<file path="src/rtl/semaforo_pkg.sv">
// rtl/semaforo_pkg.sv - light codes, controller state encoding and output decode helpers
package semaforo_pkg;

    localparam logic [1:0] RED    = 2'b00;
    localparam logic [1:0] YELLOW = 2'b01;
    localparam logic [1:0] GREEN  = 2'b10;
    localparam logic [1:0] OFF    = 2'b11;

    typedef enum logic [2:0] {
        S_OFF    = 3'd0,
        S_START  = 3'd1,
        S_MAIN_G = 3'd2,
        S_MAIN_Y = 3'd3,
        S_CLR1   = 3'd4,
        S_SIDE_G = 3'd5,
        S_SIDE_Y = 3'd6,
        S_CLR2   = 3'd7
    } state_t;

    function automatic logic [1:0] main_code(input state_t s);
        case (s)
            S_OFF:    main_code = OFF;
            S_MAIN_G: main_code = GREEN;
            S_MAIN_Y: main_code = YELLOW;
            default:  main_code = RED;
        endcase
    endfunction

    function automatic logic [1:0] side_code(input state_t s);
        case (s)
            S_OFF:    side_code = OFF;
            S_SIDE_G: side_code = GREEN;
            S_SIDE_Y: side_code = YELLOW;
            default:  side_code = RED;
        endcase
    endfunction

endpackage

</file>
<file path="src/rtl/phase_timer.sv">
// rtl/phase_timer.sv - saturating phase counter with synchronous clear and duration compare
module phase_timer #(
    parameter int CNT_W = 16
) (
    input  logic             clk,
    input  logic             reset_n,
    input  logic             load,
    input  logic [CNT_W-1:0] dur,
    output logic [CNT_W-1:0] count,
    output logic             done
);

    localparam logic [CNT_W-1:0] ONE = CNT_W'(1);

    always_ff @(posedge clk or negedge reset_n) begin
        if (!reset_n) begin
            count <= '0;
        end else if (load) begin
            count <= '0;
        end else if (count != {CNT_W{1'b1}}) begin
            count <= count + ONE;
        end
    end

    // >= rather than == so the main-green minimum keeps qualifying after saturation
    assign done = (count >= (dur - ONE));

endmodule

</file>
<file path="src/rtl/semaforo_ctrl.sv">
// rtl/semaforo_ctrl.sv - main/side intersection sequencer with latched vehicle and pedestrian requests
module semaforo_ctrl
    import semaforo_pkg::*;
#(
    parameter int CNT_W      = 16,
    parameter int T_MAIN_MIN = 10000,
    parameter int T_SIDE     = 8000,
    parameter int T_YELLOW   = 3000,
    parameter int T_ALLRED   = 1000
) (
    input  logic       clk,
    input  logic       reset_n,
    input  logic       en,
    input  logic       side_req,
    input  logic       ped_req,
    output logic [1:0] main_light,
    output logic [1:0] side_light,
    output logic       ped_walk
);

    localparam logic [CNT_W-1:0] D_MAIN   = CNT_W'(T_MAIN_MIN);
    localparam logic [CNT_W-1:0] D_SIDE   = CNT_W'(T_SIDE);
    localparam logic [CNT_W-1:0] D_YELLOW = CNT_W'(T_YELLOW);
    localparam logic [CNT_W-1:0] D_ALLRED = CNT_W'(T_ALLRED);

    state_t           state_q, state_next;
    logic [CNT_W-1:0] dur;
    logic [CNT_W-1:0] count;
    logic             done;
    logic             load;
    logic             side_pend, ped_pend, walk_q;
    logic             side_pend_next, ped_pend_next, walk_next;
    logic             clr_edge;

    phase_timer #(.CNT_W(CNT_W)) u_timer (
        .clk     (clk),
        .reset_n (reset_n),
        .load    (load),
        .dur     (dur),
        .count   (count),
        .done    (done)
    );

    always_comb begin
        dur = D_ALLRED;
        case (state_q)
            S_MAIN_G:           dur = D_MAIN;
            S_SIDE_G:           dur = D_SIDE;
            S_MAIN_Y, S_SIDE_Y: dur = D_YELLOW;
            default:            dur = D_ALLRED;
        endcase
    end

    always_comb begin
        state_next = state_q;
        case (state_q)
            S_OFF:    if (en) state_next = S_START;
            S_START:  if (done) state_next = S_MAIN_G;
            S_MAIN_G: if (done && (side_pend || ped_pend)) state_next = S_MAIN_Y;
            S_MAIN_Y: if (done) state_next = S_CLR1;
            S_CLR1:   if (done) state_next = S_SIDE_G;
            S_SIDE_G: if (done) state_next = S_SIDE_Y;
            S_SIDE_Y: if (done) state_next = S_CLR2;
            S_CLR2:   if (done) state_next = S_MAIN_G;
            default:  state_next = S_OFF;
        endcase
        if (!en) state_next = S_OFF;
    end

    // S_OFF keeps the counter cleared so every restart begins from zero
    assign load     = (state_next != state_q) || (state_q == S_OFF);
    assign clr_edge = (state_q == S_CLR1) && (state_next == S_SIDE_G);

    // A request coinciding with the clear edge wins, so it is served by the next cycle
    always_comb begin
        side_pend_next = side_pend;
        ped_pend_next  = ped_pend;
        walk_next      = walk_q;
        if (state_q == S_OFF) begin
            side_pend_next = 1'b0;
            ped_pend_next  = 1'b0;
        end else begin
            if (clr_edge) begin
                side_pend_next = 1'b0;
                ped_pend_next  = 1'b0;
                walk_next      = ped_pend;
            end
            if (side_req) side_pend_next = 1'b1;
            if (ped_req)  ped_pend_next  = 1'b1;
        end
    end

    always_ff @(posedge clk or negedge reset_n) begin
        if (!reset_n) begin
            state_q    <= S_OFF;
            side_pend  <= 1'b0;
            ped_pend   <= 1'b0;
            walk_q     <= 1'b0;
            main_light <= OFF;
            side_light <= OFF;
            ped_walk   <= 1'b0;
        end else begin
            state_q    <= state_next;
            side_pend  <= side_pend_next;
            ped_pend   <= ped_pend_next;
            walk_q     <= walk_next;
            main_light <= main_code(state_next);
            side_light <= side_code(state_next);
            ped_walk   <= (state_next == S_SIDE_G) && walk_next;
        end
    end

endmodule

</file>
<file path="config.mk">
export PLATFORM = sky130hd
export DESIGN_NAME = semaforo_ctrl
export DESIGN_NICKNAME = d
export VERILOG_FILES = /design/src/rtl/semaforo_pkg.sv /design/src/rtl/phase_timer.sv /design/src/rtl/semaforo_ctrl.sv
export SDC_FILE = /design/constraint.sdc
export NUM_CORES = 1
export LEC_CHECK = 0
export BUFFER_PORTS_ARGS = -buffer_cell sky130_fd_sc_hd__buf_4
export CORE_UTILIZATION = 30
export CTS_CLUSTER_SIZE = 8
export DETAILED_ROUTE_END_ITERATION = 8
export GPL_ROUTABILITY_DRIVEN = 0
export PLACE_DENSITY = 0.44
export REMOVE_ABC_BUFFERS = 1
export SLEW_MARGIN = 20
export SYNTH_ARGS = -nofsm -noshare
export SYNTH_HDL_FRONTEND = slang
export SYNTH_HIERARCHICAL = 1
export SYNTH_SLANG_ARGS = --single-unit
</file>
<file path="constraint.sdc">
create_clock -name clk -period 5.1 [get_ports clk]
set_input_delay 0.51 -clock clk [delete_from_list [all_inputs] [get_ports clk]]
set_output_delay 0.51 -clock clk [all_outputs]
set_load 0.01 [all_outputs]
</file>
# ---- Word level (Yosys, flattened, before mapping)
# Cells that the tools add are included.
dict set report classes {
  n_eq_ne 13
  addsub 2
  order_cmp 1
  reduce_logical 12
  muxes 20
}
# op count
set op_table {}
lappend op_table {{case mux 14 bit (3 select lines)} 1}
lappend op_table {{2-to-1 mux 16 bit} 2}
lappend op_table {{2-to-1 mux 3 bit} 7}
lappend op_table {{case mux 3 bit (7 select lines)} 1}
lappend op_table {{equality test 3 bit (second input constant)} 6}
lappend op_table {{adder 16 x 1 -> 16 bit (second input constant)} 1}
lappend op_table {{>= comparator 16 bit} 1}
lappend op_table {{inequality test 16 bit (second input constant)} 1}
lappend op_table {{subtractor 14 x 1 -> 15 bit (second input constant)} 1}
lappend op_table {{equality test 3 x 2 -> 1 bit (second input constant)} 4}
lappend op_table {{case mux 2 bit (3 select lines)} 2}
lappend op_table {{2-to-1 mux 1 bit} 7}
lappend op_table {{logical NOT 3 bit} 2}
lappend op_table {{nonzero test 3 bit} 2}
lappend op_table {{OR reduction 2 bit} 2}
lappend op_table {{equality test 3 x 1 -> 1 bit (second input constant)} 1}
lappend op_table {{logical AND 1 bit} 3}
lappend op_table {{inequality test 3 bit} 1}
lappend op_table {{logical OR 1 bit} 2}
lappend op_table {{nonzero test 2 bit} 1}
dict set report word_totals {
  elab_cells 56
  input_bits 5
  out_inout_bits 5
  regBits 27
}

# ---- Longest topological paths before layout
dict set report depth {
  ltp_word 14
  ltp_mapped 19
  mapped_depth_nobuf 16
}

# ---- Hierarchy
# The synthesis kept the hierarchy.
# module cells_each seq_area_each_um2 instances area_per_inst_um2
set modules_own_cells {}
lappend modules_own_cells {phase_timer 168 400.4 1 1457.6}
lappend modules_own_cells {semaforo_ctrl 69 280.3 1 650.6}

# ---- Worst setup path after synthesis
# OpenSTA, ideal clock, no wires.
dict set report synth_timing {
  kind {register -> register}
  from {reg state_q[2]}
  to {reg u_timer.count[10]}
  setup_ps 78
  setup_slack_ps 1483
  arrival_ps 3539
  t_required_ps 5022
  period_less_slack_ps 3617
  stages_incl_launch_ff 18
  n_path_buf 4
  path_cell_list {dfrtp_1 buf_4 nor3b_2 nor2_1 nor4b_1 nand3b_1 xor2_1 ha_1 nand4_1 a211oi_1 a2111oi_0 o21ai_0 buf_6 o31ai_1 nand3_1 buf_1 clkbuf_1 a21oi_1}
}
dict set report synth_via {
  elab_chain_len 12
  elab_cells_between_ends 26
  cone_classes {1 x add/sub; 1 x order compare; 8 x eq/ne; 10 x mux; 6 x reduce/logical}
}
# item line
set synth_rtl {}
lappend synth_rtl {{from (decl)} semaforo_ctrl.sv:26} ;# state_t state_q, state_next;
lappend synth_rtl {{from (signal assigned)} semaforo_ctrl.sv:103} ;# state_q <= state_next;
lappend synth_rtl {{equality test 3 bit or equality test 3 x 2 -> 1 bit (tied branches)} semaforo_ctrl.sv:46} ;# case (state_q)
lappend synth_rtl {{OR reduction 2 bit} semaforo_ctrl.sv:46}
lappend synth_rtl {{case mux 14 bit (3 select lines) (*)} semaforo_ctrl.sv:46}
lappend synth_rtl {{named net dur[13]} semaforo_ctrl.sv:27} ;# logic [CNT_W-1:0] dur;
lappend synth_rtl {{subtractor 14 x 1 -> 15 bit (*)} phase_timer.sv:26} ;# assign done = (count >= (dur - ONE));
lappend synth_rtl {{>= comparator 16 bit (*)} phase_timer.sv:26}
lappend synth_rtl {{named net done} semaforo_ctrl.sv:29} ;# logic done;
lappend synth_rtl {{logical AND 1 bit} semaforo_ctrl.sv:59} ;# S_MAIN_G: if (done && (side_pend || ped_pend)) state_next = S_MAIN_Y;
lappend synth_rtl {{2-to-1 mux 3 bit} semaforo_ctrl.sv:59}
lappend synth_rtl {{case mux 3 bit (7 select lines) (*)} semaforo_ctrl.sv:56} ;# case (state_q)
lappend synth_rtl {{2-to-1 mux 3 bit (*)} semaforo_ctrl.sv:67} ;# if (!en) state_next = S_OFF;
lappend synth_rtl {{inequality test 3 bit (*)} semaforo_ctrl.sv:71} ;# assign load = (state_next != state_q) || (state_q == S_OFF);
lappend synth_rtl {{logical OR 1 bit (*)} semaforo_ctrl.sv:71}
lappend synth_rtl {{named net load} semaforo_ctrl.sv:30} ;# logic load;
lappend synth_rtl {{2-to-1 mux 16 bit or nonzero test 2 bit (tied branches)} --}
lappend synth_rtl {{to (signal assigned)} phase_timer.sv:21} ;# count <= count + ONE;
lappend synth_rtl {{to (decl)} phase_timer.sv:9} ;# output logic [CNT_W-1:0] count,
# Mark *: on every way through the listed nets, which the timed path passes. The rest lies on a longest branch.
# A chain may end at the register's enable or synchronous reset.

# ---- Worst setup path in the final report
dict set report layout_timing {
  from {reg state_q[2]}
  to {reg u_timer.count[12]}
}
# Same word-level chain as after synthesis.

==> load_flow_metrics.sql <==
INSERT INTO impl_metrics (metric_group, metric, value, unit) VALUES
('sta', 'finalSetupViolations', '0', ''),
('final_layout', 'final_cell_area', '2390', 'um2'),
('setup_path', 'crit_path_end_kind', 'register', ''),
('flow_run', 'maxCapViolations', '0', ''),
('sta', 'slew_headroom', '0.487', ''),
('place', 'final_hpwl_from_detailed_placement', '3570', 'um'),
('final_layout', 'final-instance-count-excl-fill', '360', ''),
('status', 'run_status', 'finished clean', ''),
('yosys', 'synth_enable_flop_cells', '0', ''),
('yosys', 'synthTopCellsByArea', 'dfrtp_1, ha_1, dfstp_2', ''),
('routing', 'route.detailed.wl_per_inst', '13.1', 'um'),
('yosys', 'post_synth_instance_area', '2110', 'um2'),
('floorplanning', 'boundaryPins', '10', ''),
('floorplanning', 'placeableCoreArea', '6790', 'um2'),
('final_layout', 'final.fill_count', '713', ''),
('global_route', 'grt_start_max_net_pins', '28', ''),
('sta', 'rsz0062_at_grt', 'false', ''),
('floorplanning', 'rows', '30', ''),
('hold_path', 'holdCritPathClass', 'in -> async', ''),
('pwr', 'power_density', '164', 'nW/um2'),
('final_layout', 'final_layout_size_suffix_gt1_frac', '0.144', ''),
('sta', 'timing.final.ws_setup', '528', 'ps'),
('sta', 'setup_total_neg_slack', '0', 'ps'),
('sta', 'final_max_slew_viol_count', '0', ''),
('cts', 'cts-buffers-inserted', '3', ''),
('cts', 'worst_skew_pair.late_latency', '280', 'ps'),
('yosys', 'synth.largest_area_cell', 'dfrtp_1', ''),
('yosys', 'seq_area_frac_synth', '0.323', ''),
('sta', 'timing_worst_slew_pin_value', '766', 'ps'),
('cts', 'cts_tree', 'yes', ''),
('final_layout', 'antenna_cells', '0', ''),
('floorplanning', 'die-area', '7370', 'um2'),
('setup_path', 'startpoint_type', 'register', ''),
('final_layout', 'area.growth.synth_to_final', '13.5', '%'),
('yosys', 'area_share_of_the_largest_cell_type_after_synthesis', '0.273', ''),
('yosys', 'yosys_register_bits', '27', ''),
('cts', 'cts_max_path_buffers', '2', ''),
('setup_path', 'slowest_stage', 'nor2_1', ''),
('setup_path', 'cp_data_arrival_time', '4770', 'ps'),
('sta', 'maxClockFrequency', '219', 'MHz'),
('final_layout', 'most_used_cells_in_the_layout_excluding_fill_and_tap_cells', 'dfrtp_1, nor2_1, conb_1', ''),
('routing', 'ant_nets', '0', ''),
('yosys', 'most_common_flop_cell_mapped_by_yosys', 'dfrtp_1', ''),
('floorplanning', 'die_height', '85.8', 'um'),
('cts', 'postCtsSetupBuffers', '0', ''),
('yosys', 'synth_async_sr_flop_share', '1.00', ''),
('yosys', 'synth-warning-count', '6', ''),
('global_route', 'via_count_of_the_first_global_routing_pass', '1707', ''),
('global_route', 'grt_first_pass_wirelength', '8420', 'um'),
('setup_path', 'timing.critical_path.fanout_max', '13', ''),
('yosys', 'post_synth_inst_count', '237', ''),
('final_layout', 'final_net_count', '288', ''),
('routing', 'via_density', '4.84', ''),
('final_layout', 'area.sequential', '681', 'um2'),
('final_layout', 'mostFrequentLayoutCell', 'dfrtp_1', ''),
('setup_path', 'worst_path_dominant_cell_family', 'simple AND/OR/NAND/NOR gates', ''),
('sta', 'hold_violations', '0', ''),
('setup_path', 'cp_common_cell', 'nor3_1', ''),
('final_layout', 'area_occupied_by_multi_input_gates', '1430', 'um2'),
('routing', 'detailroute.via_count', '1741', ''),
('place', 'dp.cells', '356', ''),
('sta', 'fin_skew', '5.43', 'ps'),
('setup_path', 'worst-path-stages', '16', ''),
('routing', 'drtIter0Drc', '64', ''),
('setup_path', 'crit_buf_inv', '1', ''),
('cts', 'clock_sink_count', '27', ''),
('setup_path', 'crit_path_cell_trace', 'nor2b_2 > and2_2 > nor2_1 > nor3_1 > and2_1 > nand2_1 > xor2_1 > ha_1 > a21oi_1 > a211oi_1 > a2111oi_0 > o21ai_0 > o31ai_1 > nand3_1 > buf_4 > nor3_1', ''),
('yosys', 'synth_cell_types', '56', ''),
('cts', 'cts_root_cell', 'clkbuf_8', ''),
('setup_path', 'worstSetupPathType', 'reg -> reg', ''),
('pwr', 'power_leakage', '0.998', 'nW');
## timing repair
action                                 in CTS  in global routing
resized for setup                           0                  1
hold buffers                                0                  0
setup endpoints to repair                   0                  9
endpoints found under the hold margin       0                  0
## logic make-up (layout without fill, tap and decap cells)
| kind of cell | Yosys count | in the layout | synth area share |
|---|---|---|---|
| AO/OA/AOI/OAI | 51 | 51 | 0.147 |
| other | 2 | 20 | 0.00356 |
| flip-flops | 27 | 27 | 0.323 |
| XOR/XNOR | 17 | 17 | 0.0706 |
| multiplexers | 3 | 3 | 0.0190 |
| buffers and inverters | 13 | 22 | 0.0326 |
| AND/OR/NAND/NOR | 106 | 106 | 0.298 |
| adder cells (fa/ha/maj) | 18 | 18 | 0.107 |
## cell type report
cell class              count  share of cell area
multi-input cells         215               0.599
flip-flops and latches     27               0.285
well taps                  96              0.0502
repair buffers             12              0.0377
clock buffers               3              0.0173
inverters                   6             0.00941
clock inverters             1             0.00209
## final timing paths
check / end / slack, ps / startpoint
worst max-delay path: u_timer/count[12]$_DFFE_PN0P_ / 530 / state_q[2]$_DFF_PN0_
worst min-delay path: u_timer/count[5]$_DFFE_PN0P_ / 130 / reset_n
worst max register to register: u_timer/count[12]$_DFFE_PN0P_ / 530 / state_q[2]$_DFF_PN0_
worst min register to register: walk_q$_DFF_PN0_ / 520 / walk_q$_DFF_PN0_
max in group asynchronous: main_light[1]$_DFF_PN1_ / 4650 / reset_n
min in group clk: side_light[0]$_DFF_PN1_ / 430 / en
## report_power, final
group / internal [mW] / leakage (nW) / switching (mW)
sequential: 0.220 / 0.359 / 0.00593
clock: 0.0549 / 0.0255 / 0.0723
combinational: 0.0160 / 0.614 / 0.0235
## routing by layer
| metal | global-route usage | vias up | share of wire |
|---|---|---|---|
| li1 | - | 899 | - |
| met1 | 0.192 | 826 | 0.49 |
| met2 | 0.247 | 14 | 0.48 |
| met3 | 0.0231 | 2 | 0.015 |
| met4 | 0.0273 | 0 | 0.0066 |
| met5 | 0 | - | 0 |
## synthesized netlist by cell type, types with 4 or more instances
master    count
dfstp_2       4
dfrtp_1      23
or4_1         4
nor2_1       20
xor2_1        6
xnor2_1      11
nand2_1      19
nor3_1        8
a21oi_1      18
o21ai_0      14
nor2b_1       4
o31ai_1       6
a211oi_1      4
or3_1         6
ha_1         18
inv_1         6
nand4_1       7
nand3_1       8
## flip-flops by register name, indices dropped and copies added, names as in the netlist
signal         count
main_light         2
ped_pend           1
ped_walk           1
side_light         2
side_pend          1
state_q            3
u_timer/count     16
walk_q             1
No activity file was read; power rests on OpenSTA's default activity.
